### src/rtl/max_spi_master.sv
// max_spi_master
//   Byte-oriented SPI master (mode 0, MSB first) for the MAX3421E USB
//   controller. It runs one chip-select burst per sequence of bytes that
//   ends with tx_last.
//
//   Handshake: a byte moves across the tx interface on any rising clk edge
//   where tx_valid and tx_ready are both high. tx_data and tx_last are
//   sampled only on that edge. The source must hold tx_valid, tx_data and
//   tx_last stable until that edge. rx_valid is a one-cycle pulse with no
//   back-pressure.
//
//   Parameters:
//     CLK_DIV      clk cycles per SCLK half-period (2..255)
//   Optional feature macro:
//     MAX_SPI_INT_SYNC_EN  enables the INT synchronizer/edge detector
//
//   Ports:
//     clk, rst_n            system clock, async active-low reset
//     tx_valid/tx_data/tx_last/tx_ready   byte input stream
//     rx_valid/rx_data      received byte, one-cycle pulse
//     busy                  SS asserted or deselect gap running
//     spi_ss_n/spi_sclk/spi_mosi/spi_miso SPI pins
//     max_int, int_pulse    MAX3421E INT pin and its falling-edge pulse
//     dbg_state_o           current FSM state, for observation only
module max_spi_master #(
  parameter int CLK_DIV = 4
) (
  input  logic       clk,
  input  logic       rst_n,
  input  logic       tx_valid,
  input  logic [7:0] tx_data,
  input  logic       tx_last,
  output logic       tx_ready,
  output logic       rx_valid,
  output logic [7:0] rx_data,
  output logic       busy,
  output logic       spi_ss_n,
  output logic       spi_sclk,
  output logic       spi_mosi,
  input  logic       spi_miso,
  input  logic       max_int,
  output logic       int_pulse,
  output logic [2:0] dbg_state_o
);

  typedef enum logic [2:0] {IDLE, LEAD, SHIFT, GAP, TRAIL, DESEL} state_e;

  localparam logic [7:0] DIV_M1 = 8'(CLK_DIV - 1);

  state_e      state_q, state_d;
  logic [7:0]  cnt_q, cnt_d;
  logic [3:0]  tog_q, tog_d;
  logic [7:0]  tx_sh_q, tx_sh_d;
  logic [7:0]  rx_sh_q, rx_sh_d;
  logic        last_q, last_d;
  logic        pend_q, pend_d;
  logic        sclk_q, sclk_d;
  logic        ss_n_q, ss_n_d;
  logic        rx_valid_q, rx_valid_d;
  logic [7:0]  rx_data_q, rx_data_d;
  logic        rdy_en_q;
  logic        hs;
  logic        cnt_wrap;
  logic [7:0]  cnt_inc;

  assign hs = tx_valid & tx_ready;

  // State and datapath registers
  always_ff @(posedge clk or negedge rst_n) begin
    if (!rst_n) begin
      state_q    <= IDLE;
      cnt_q      <= 8'd0;
      tog_q      <= 4'd0;
      tx_sh_q    <= 8'd0;
      rx_sh_q    <= 8'd0;
      last_q     <= 1'b0;
      pend_q     <= 1'b0;
      sclk_q     <= 1'b0;
      ss_n_q     <= 1'b1;
      rx_valid_q <= 1'b0;
      rx_data_q  <= 8'd0;
      rdy_en_q   <= 1'b0;
    end else begin
      state_q    <= state_d;
      cnt_q      <= cnt_d;
      tog_q      <= tog_d;
      tx_sh_q    <= tx_sh_d;
      rx_sh_q    <= rx_sh_d;
      last_q     <= last_d;
      pend_q     <= pend_d;
      sclk_q     <= sclk_d;
      ss_n_q     <= ss_n_d;
      rx_valid_q <= rx_valid_d;
      rx_data_q  <= rx_data_d;
      // Holds tx_ready low for the first cycle after reset release.
      rdy_en_q   <= 1'b1;
    end
  end

  // Next-state and datapath update
  always_comb begin
    state_d    = state_q;
    cnt_d      = cnt_q;
    tog_d      = tog_q;
    tx_sh_d    = tx_sh_q;
    rx_sh_d    = rx_sh_q;
    last_d     = last_q;
    pend_d     = pend_q;
    sclk_d     = sclk_q;
    ss_n_d     = ss_n_q;
    rx_valid_d = 1'b0;
    rx_data_d  = rx_data_q;
    cnt_wrap   = (cnt_q == DIV_M1);
    cnt_inc    = cnt_wrap ? 8'd0 : cnt_q + 8'd1;
    case (state_q)
      IDLE: begin
        if (hs) begin
          state_d = LEAD;
          ss_n_d  = 1'b0;
          tx_sh_d = tx_data;
          last_d  = tx_last;
          cnt_d   = 8'd0;
        end
      end
      LEAD: begin
        cnt_d = cnt_inc;
        if (cnt_wrap) state_d = SHIFT;
      end
      SHIFT: begin
        cnt_d = cnt_inc;
        if (cnt_wrap) begin
          sclk_d = ~sclk_q;
          tog_d  = tog_q + 4'd1;  // wraps to 0 after the 16th toggle
          if (!sclk_q) begin
            rx_sh_d = {rx_sh_q[6:0], spi_miso};
          end else if (tog_q != 4'd15) begin
            // MOSI is tx_sh_q[7]; the 8th falling edge leaves bit 0 in place.
            tx_sh_d = {tx_sh_q[6:0], 1'b0};
          end
          if (tog_q == 4'd15) begin
            rx_valid_d = 1'b1;
            rx_data_d  = rx_sh_q;
            state_d    = last_q ? TRAIL : GAP;
          end
        end
      end
      GAP: begin
        // pend_q marks a byte already accepted and waiting its setup half-period.
        if (!pend_q) begin
          if (hs) begin
            pend_d  = 1'b1;
            tx_sh_d = tx_data;
            last_d  = tx_last;
            cnt_d   = 8'd0;
          end
        end else begin
          cnt_d = cnt_inc;
          if (cnt_wrap) begin
            pend_d  = 1'b0;
            state_d = SHIFT;
          end
        end
      end
      TRAIL: begin
        cnt_d = cnt_inc;
        if (cnt_wrap) begin
          ss_n_d  = 1'b1;
          state_d = DESEL;
        end
      end
      DESEL: begin
        cnt_d = cnt_inc;
        if (cnt_wrap) state_d = IDLE;
      end
      default: state_d = IDLE;
    endcase
  end

  // Outputs
  always_comb begin
    tx_ready = rdy_en_q & ((state_q == IDLE) | ((state_q == GAP) & ~pend_q));
    busy     = (state_q != IDLE);
  end

  assign rx_valid    = rx_valid_q;
  assign rx_data     = rx_data_q;
  assign spi_ss_n    = ss_n_q;
  assign spi_sclk    = sclk_q;
  assign spi_mosi    = tx_sh_q[7];
  assign dbg_state_o = state_q;

`ifdef MAX_SPI_INT_SYNC_EN
  // INT is active-low; flops idle high so reset release gives no pulse.
  logic int_s1_q, int_s2_q, int_s3_q, int_pulse_q;
  always_ff @(posedge clk or negedge rst_n) begin
    if (!rst_n) begin
      int_s1_q    <= 1'b1;
      int_s2_q    <= 1'b1;
      int_s3_q    <= 1'b1;
      int_pulse_q <= 1'b0;
    end else begin
      int_s1_q    <= max_int;
      int_s2_q    <= int_s1_q;
      int_s3_q    <= int_s2_q;
      int_pulse_q <= int_s3_q & ~int_s2_q;
    end
  end
  assign int_pulse = int_pulse_q;
`else
  logic unused_max_int;
  assign unused_max_int = max_int;
  assign int_pulse      = 1'b0;
`endif

endmodule

### config.mk
export PLATFORM = sky130hd
export DESIGN_NAME = max_spi_master
export DESIGN_NICKNAME = d
export VERILOG_FILES = /design/src/rtl/max_spi_master.sv
export SDC_FILE = /design/constraint.sdc
export NUM_CORES = 1
export LEC_CHECK = 0
export ABC_AREA = 1
export BUFFER_PORTS_ARGS = -buffer_cell sky130_fd_sc_hd__buf_2
export CORE_UTILIZATION = 54
export DETAILED_ROUTE_END_ITERATION = 10
export PLACE_DENSITY = 0.76
export SETUP_SLACK_MARGIN = 0.4
export SYNTH_ARGS = -nofsm -noshare
export SYNTH_HDL_FRONTEND = slang
export SYNTH_SLANG_ARGS = --single-unit
export TNS_END_PERCENT = 1
### constraint.sdc
create_clock -name clk -period 2.1 [get_ports clk]
set_input_delay 0.105 -clock clk [delete_from_list [all_inputs] [get_ports clk]]
set_output_delay 0.105 -clock clk [all_outputs]
set_load 0.01 [all_outputs]
Word level (Yosys, flattened, before mapping)
Cells that the tools add are included.
- bits in registers: 45
- latch bits: 0
- RAM bits: 0
- bits in read-only memories: 0
- bits of input ports: 14
- memories: 0
- $add $sub $neg: 2
- $mul: 0
- divide/modulo/power cells: 0
- magnitude comparators: 0
- eq/ne operators: 17
- shift-type cells: 0
- multiplexer cells: 31
- bitwise gates (word level): 6
- reduce and logical (&&, ||, !) cells: 14
- operators with widths (cell ; count):
    $mux 8 ; 8
    $pmux 8 s3 ; 2
    $mux 3 ; 8
    $ne 2x2->1 const B ; 9
    $pmux 3 s6 ; 1
    $mux 1 ; 10
    $reduce_and 3->1 ; 3
    $reduce_bool 3->1 ; 3
    $add 8x1->8 const B ; 1
    $eq 8x2->1 const B ; 1
    $eq 3x2->1 const B ; 2
    $eq 3x3->1 const B ; 2
    $reduce_and 6->1 ; 1
    $reduce_and 5->1 ; 1
    $add 4x1->4 const B ; 1
    $eq 4x4->1 const B ; 1
    $ne 4x4->1 const B ; 1
    $pmux 1 s2 ; 2
    $reduce_and 2->1 ; 2
    $reduce_bool 2->1 ; 2
    $reduce_or 4->1 ; 1
    $and 1x1->1 ; 3
    $eq 3x1->1 const B ; 1
    $logic_not 3->1 ; 1
    other kinds (2) ; 3

Longest topological paths before layout
Gate-level depths: netlist of run 1.
- word-level depth: 8
- gate-level depth with buffers: 9
- depth with buffers taken out: 9

Worst setup path after synthesis of run 1
OpenSTA, ideal clock, no wires.
- path kind: register to register
- from: register cnt_q[0]
- to: register rx_data_q[5], in the netlist rx_data[5]
- library setup time: 0.118 ns
- data arrival time: 1.462 ns
- required time: 1.982 ns
- setup slack: 0.520 ns
- stages on the path, launching flop included: 10
- path through: dfrtp_1 -> ha_1 -> nand2_2 -> nor2_8 -> nand2_4 -> or2_1 -> buf_6 -> buf_6 -> nand2_2 -> o21ai_2
- word-level cells in the longest chain between the ends: 2
- ends and longest elaborated chain (element ; RTL line ; text):
    from (decl) ; 51 ; logic [7:0] cnt_q, cnt_d;
    from (signal assigned) ; 85 ; cnt_q <= cnt_d;
    $eq 8x2->1 ; 113 ; cnt_wrap = (cnt_q == DIV_M1);
    $reduce_and 3->1 (no line) ; - ;
    to (signal assigned) ; 94 ; rx_data_q <= rx_data_d;
    to (decl) ; 60 ; logic [7:0] rx_data_q, rx_data_d;
Every way passes these cells.
A chain may end at the register's enable or synchronous reset.

Final worst setup path of run 1
- from: register state_q[2], in the netlist dbg_state_o[2]
- to: register tx_sh_q[3]
- word-level cells in the longest chain between the ends: 8
- ends and longest elaborated chain (element ; RTL line ; text):
    from (decl) ; 50 ; state_e state_q, state_d;
    from (signal assigned) ; 84 ; state_q <= state_d;
    $eq 3x2->1 ; 115, 181 ;
    $and 1x1->1 ; 181 ; tx_ready = rdy_en_q & ((state_q == IDLE) | ((state_q == GAP) & ~pend_q));
    $or 1x1->1 ; 181 ;
    $and 1x1->1 ; 181 ;
    $and 1x1->1 ; 66 ; assign hs = tx_valid & tx_ready;
    $mux 8 (2 in series) ; - ;
    $pmux 8 s3 ; 115 ; case (state_q)
    to (signal assigned) ; 87 ; tx_sh_q <= tx_sh_d;
    to (decl) ; 53 ; logic [7:0] tx_sh_q, tx_sh_d;
Several ways; a longest one is shown, not always the timed one. The select of a mux whose other input is x is not followed.

==> impl_results.md, run 1 <==
* Vias in the first global route at 1567
* Crit-path slowest cell: dfrtp_1
* Core Area at 0.00400 mm^2
* Setup WS post-layout at 478 ps
* WP data required at 2280 ps
* DRC Markers at 0
* Most common cell after layout, fill and taps aside: nand2_1
* Met2 Routed Length at 1800 um
* Via count at 1771
* Max incr delay on CP at 470 ps
* Cell Rows at 23
* Synth async-reset ratio at 1.00
* RSZ-0062 raised after global routing: yes
* Share of layout cells above drive strength 1 at 0.242
* Hold/Removal Path Class: primary input to register
* Gpl congestion at 0.756
* F_max at 0.616 GHz
* Max layer used: met4
* Crit path launch type: register
* Final Cycle Share at 0.773
* Yosys top cell by area: dfrtp_1
* Yosys warns at 0
* Synth cell types at 31
* Clk_lat worst skew at 300 ps
* Crit-path cells: nor2_2, nand2_1, nand2_1, nand4_4, nand2_4, nand2_2, nand2_1, nand2_1
* Largest net degree at the start of global routing at 46
* Leakage at 1.37 nW
* Antenna violations before repair at 0
* Sw Ratio at 0.427
* Crit path top cell by count: nand2_1
* Synthesized flop and latch total at 45
* Die Area at 0.00445 mm^2
* Worst Setup End Kind: register
* Max_cap viols at 0
* CTS Root Cell: clkbuf_8
* WL final at 3820 um
* Clk_skew at 9.66 ps
* CTS max path bufs at 2
* Initial Util at 0.566
* Total Nets Final at 321
* Peak supply drop at 0.753 mV
* Die Span X at 66.7 um
* Final Instance Area at 0.00256 mm^2
* Average instance area after synthesis at 8.35 um^2
* Via density at 4.97
* CTS Buf Count at 5
* Total grt overflow at 0
* DRT iter0 DRCs at 94
* WL met1 at 1850 um
* Mapped Area at 0.00226 mm^2
* Final setup vio count at 0
* Worst Hold Depth at 3
* First-pass DRT Iterations at 4
* Hpwl dp at 2660 um
* Max FO, Critical Path at 8
* GRT Total Usage at 0.202
* Max-slew headroom at 0.641
* Internal at 0.00181 W
* Max-slew violation count at 0
* Status: completed
* # port buffers at 29
* Most frequent cells in the layout: nand2_1, dfrtp_1, buf_2, inv_1, nand3_1
* Seq/Total Area, Yosys at 0.498
* CTS clk-pin slew, worst paths at 90 ps
* Syn_nets at 287
* Drt wl/cell at 10.7 um
* First-pass GRT wire length at 6700 um
* Filler instances at 330
* Worst-Margin Slew at 538 ps
* Register share of total power at 0.406
* Placed inst area at 0.00243 mm^2
* Gate Count Post-Synth at 271
* Largest cells by area after synthesis: dfrtp_1, nand2_1, o21ai_2
* PD cells at 1240 mW/mm^2
* Clk sinks at 45
* H-tree Lvls at 2
* Synthesis-to-layout area growth at 13.1%
* P_sw at 0.00135 W
* Critical path class: register to register
* Clock power frac at 0.171
* Combinational share of power at 0.423
* Post-CTS Setup Inserts at 0
* ANT cells at 0
* Post-route minimum period at 1620 ps
* CTS tree: done
* R2R cell count at 8
* Place WS at 204 ps
* Final Hold Vio Count at 0
* Ys flop type: dfrtp_1
* Worst EP arrival at 1800 ps
* Post-synth top area share at 0.487
* DRT antenna net count at 0
* DIE HEIGHT at 66.7 um
* I/O pin cnt at 32
* Final Core Density at 0.639
* Routed wl met3 at 125 um
* Number of synthesized flops with an enable pin at 0
* Final hold slack at 12.7 ps
* TNS Setup at 0 ps
-- timing repair --
action | CTS | global route
hold buffers | 1 | 0
gates resized for setup | 3 | 4
gates cloned | 0 | 0
endpoints found under the hold margin | 44 | 0
endpoints found under the setup margin | 19 | 31
-- per-stage QoR --
stage,power (W),instances
after floorplan,0.00227,271
final,0.00316,356
after CTS,0.00317,356
after global routing,0.00344,356
after global placement,0.00259,347
after detailed placement,0.00262,347
-- sequential cells by signal, summed over array words and instances, names as in the netlist --
| name | flops |
|---|---|
| tx_sh_q | 8 |
| cnt_q | 8 |
| rdy_en_q | 1 |
| spi_sclk | 1 |
| rx_valid | 1 |
| rx_sh_q | 8 |
| pend_q | 1 |
| last_q | 1 |
| tog_q | 4 |
| rx_data | 8 |
| spi_ss_n | 1 |
| dbg_state_o | 3 |
-- layer usage --
| layer | track usage | vias to the layer above |
|---|---|---|
| met5 | 0 | - |
| met4 | 0.0798 | 0 |
| met3 | 0.0599 | 2 |
| met2 | 0.311 | 25 |
| met1 | 0.264 | 816 |
| li1 | - | 928 |
-- worst max-delay path, delay by kind of cell (launching register included) --
family           cells  cell delay (ps)
DFF                  1              470
and+or+nand+nor      8             1040
-- synth_stat cells (2+ instances only) --
cell     number
o21ai_1       5
ha_1          2
o21ai_0       7
nand2_1      95
inv_1        27
dfrtp_1      44
o22ai_1       2
nand2_2       7
xnor2_1       3
nor3_1        2
nand4_1       5
nand3_1      23
or2_1         2
buf_6         3
nor2_1       12
nor2_2        2
o21ai_2      15
conb_1        2
-- worst paths after layout --
kind | slack, ps | to | from
hold / removal | 10 | last_q | tx_last
min in group asynchronous | 400 | dbg_state_o[0] | rst_n
hold reg to reg | 480 | tx_sh_q[7] | tx_sh_q[7]
setup reg to reg | 480 | tx_sh_q[3] | dbg_state_o[2]
max in group asynchronous | 1320 | tx_sh_q[7] | rst_n
setup / recovery | 480 | tx_sh_q[3] | dbg_state_o[2]
-- cells by family (layout without fill, tap and decap cells) --
group | after synthesis | in the layout | synth area share
xor+xnor | 3 | 3 | 0.0116
fa+ha+maj | 2 | 2 | 0.0111
simple gates | 151 | 151 | 0.296
compound gates | 33 | 33 | 0.104
other cells | 2 | 2 | 0.00332
flops | 45 | 45 | 0.498
buf+inv | 35 | 70 | 0.0752
-- area by class of cell --
class / count / area [um^2] / area share
Sequential cell: 45 / 1130 / 0.441
Multi-Input combinational cell: 191 / 986 / 0.386
Timing Repair Buffer: 34 / 185 / 0.0724
Inverter: 28 / 105 / 0.0411
Clock buffer: 5 / 68.8 / 0.0269
Tap cell: 50 / 62.6 / 0.0245
Clock inverter: 3 / 22.5 / 0.00881
-- power by group through the flow --
stage	combinational [W]	sequential [W]	clock, W
2_1_floorplan	0.000987	0.00128	0
3_3_place_gp	0.00131	0.00129	0
3_5_place_dp	0.00133	0.00129	0
4_1_cts	0.00133	0.00128	0.000562
5_1_grt	0.00154	0.00132	0.000587
6_report	0.00134	0.00128	0.000541
No activity file was read; power rests on OpenSTA's default activity.
==> inputs of run 2 (changes only) <==
- clock period: 2.1 -> 1.5 ns (I/O delays scaled with it)
==> run 2 against run 1 <==
The run now ends with negative setup slack left. Cell area up 19%. Power rose by 73%. Sequential share of layout area is 7.1 points lower. Die area did not move. Critical path type unchanged. Non-clock buffer count increased by 35. Critical endpoint is now rx_data[2]. Combinational power up 120%.
==> impl_results.md, run 2 (synthesis gave the netlist of run 1 again) <==
* First-pass DRT Iterations at 4
* ANT cells at 0
* Filler instances at 271
* Worst Path Buf+Inv at 3
* RSZ-0062 raised after global routing: yes
* Most used routing layer: met2
* Hpwl dp at 3210 um
* Cell Rows at 23
* DRT iter0 DRCs at 72
* Clk_skew at 10.7 ps
* Clk sinks at 45
* DRC Markers at 0
* CTS Root Cell: clkbuf_8
* Flop-to-flop setup slack at -10 ps
* Final setup vio count at 5
* CTS clk-pin slew, worst paths at 90 ps
* Final Cycle Share at 1.01
* Final Hold Vio Count at 0
* Met2 Use GR at 0.364
* Worst Min Path Start: spi_miso
* Core Area at 0.00400 mm^2
* Clk_lat worst skew at 300 ps
* Leakage at 1.59 nW
* Crit-path cells: buf_6, nor2_4, nand2_2, inv_2, nand2_4, or2_4, buf_12, nand2_1, o21ai_2
* Max incr delay on CP at 440 ps
* Max FO, Critical Path at 16
* CTS max path bufs at 2
* TNS Setup at -31.4 ps
* Final hold slack at 15.0 ps
* Multi-input logic area at 0.00114 mm^2
* WP data required at 1690 ps
* Total Nets Final at 356
* Design Power at 0.00547 W
* CTS Buf Count at 5
* PD cells at 1790 mW/mm^2
* Share of layout cells above drive strength 1 at 0.437
* Via density at 5.09
* Critical path class: register to register
* Initial Util at 0.566
* FF+latch area at 0.00113 mm^2
* Worst R2R Start: dbg_state_o[2]
* Antenna violations before repair at 0
* Worst Hold Depth at 3
* WL final at 4800 um
* Post-route minimum period at 1510 ps
* # port buffers at 29
* Most frequent cells in the layout: nand2_1, dfrtp_1, buf_2, buf_4, inv_1
* Synthesis-to-layout area growth at 35.1%
* Met3 usage at 0.0411
* Largest net degree at the start of global routing at 21
* R2R cell count at 9
* Worst reg2reg path endpoint: rx_data[2]
* Die Area at 0.00445 mm^2
* Failing checks: negative setup slack
* H-tree Lvls at 2
* DIE HEIGHT at 66.7 um
* Die Span X at 66.7 um
* Peak supply drop at 1.07 mV
* Crit path launch type: register
* Vias in the first global route at 1795
* Worst Setup End Kind: register
* Setup WS post-layout at -10.1 ps
* Max-slew violation count at 0
* Hold/Removal Path Class: primary input to register
* CTS tree: done
* Final Core Density at 0.764
* Drt wl/cell at 12.3 um
* First-pass GRT wire length at 7580 um
* Status: finished with violations
* Crit-path slowest cell: dfrtp_2
* F_max at 0.662 GHz
* I/O pin cnt at 32
* GRT Total Usage at 0.231
* Via count at 1990
* Max_cap viols at 0
* DRT antenna net count at 0
* Gpl congestion at 0.882
* Most common cell after layout, fill and taps aside: nand2_1
* Worst EP arrival at 1700 ps
* Delay-heaviest family, CP: simple AND/OR/NAND/NOR gates
* Total grt overflow at 0
* Met1 GRT Util at 0.299
* Worst Hold Path EP: rx_sh_q[0]
-- run 2: cell types whose count changed in the layout (fill, tap and decap cells not counted), sizes merged --
cell	previous run	this run
clkinvlp	0	1
dlygate4sd3	1	2
buf	33	67
clkbuf	5	7
clkinv	3	0
-- run 2: layout make-up --
type | count | area share
Clock inverter | 1 | 0.00246
Sequential cell | 45 | 0.370
Multi-Input combinational cell | 191 | 0.374
Clock buffer | 7 | 0.0250
Tap cell | 50 | 0.0205
Inverter | 28 | 0.0344
Timing Repair Buffer | 69 | 0.174
-- run 2: stage by stage --
step / instance area (um^2) / setup WS (ps) / std cells
after floorplan: 2280 / -28.5 / 271
after CTS: 2950 / 3.90 / 388
after global placement: 2660 / 16.8 / 373
after detailed placement: 2660 / -2.86 / 373
final: 3060 / -10.1 / 391
after global routing: 3060 / -97.7 / 391
-- run 2: worst max path at each step --
stage                              start          to  cells after the start
after floorplan           dbg_state_o[0]  rx_sh_q[1]                      9
after detailed placement        cnt_q[7]  rx_sh_q[3]                      8
after global placement          cnt_q[7]  rx_sh_q[2]                      8
final                     dbg_state_o[2]  rx_data[2]                      9
after CTS                 dbg_state_o[2]  rx_data[2]                      9
after global routing            cnt_q[0]  tx_sh_q[3]                      8
-- run 2: worst min-delay path: stages --
cell	delay (ps)
buf_2	90
inv_1	50
o21ai_2	50
-- run 2: what timing repair did --
item / in CTS / in global routing
pin swaps: 18 / 11
setup endpoints to repair: 48 / 49
gates resized for setup: 48 / 19
hold buffers: 2 / 0
endpoints found under the hold margin: 45 / 0
setup buffers: 5 / 3
-- run 2: metal layers --
metal / routed length, um / share of wire
met2: 2290 / 0.48
met5: 0 / 0
met4: 131 / 0.027
met1: 2190 / 0.46
met3: 183 / 0.038
-- run 2: power breakdown --
part	total (W)	switching [W]	internal [W]
logic	0.00295	0.00167	0.00129
clock network	0.000734	0.000404	0.000330
registers	0.00178	0.000240	0.00154
total	0.00547	0.00231	0.00316
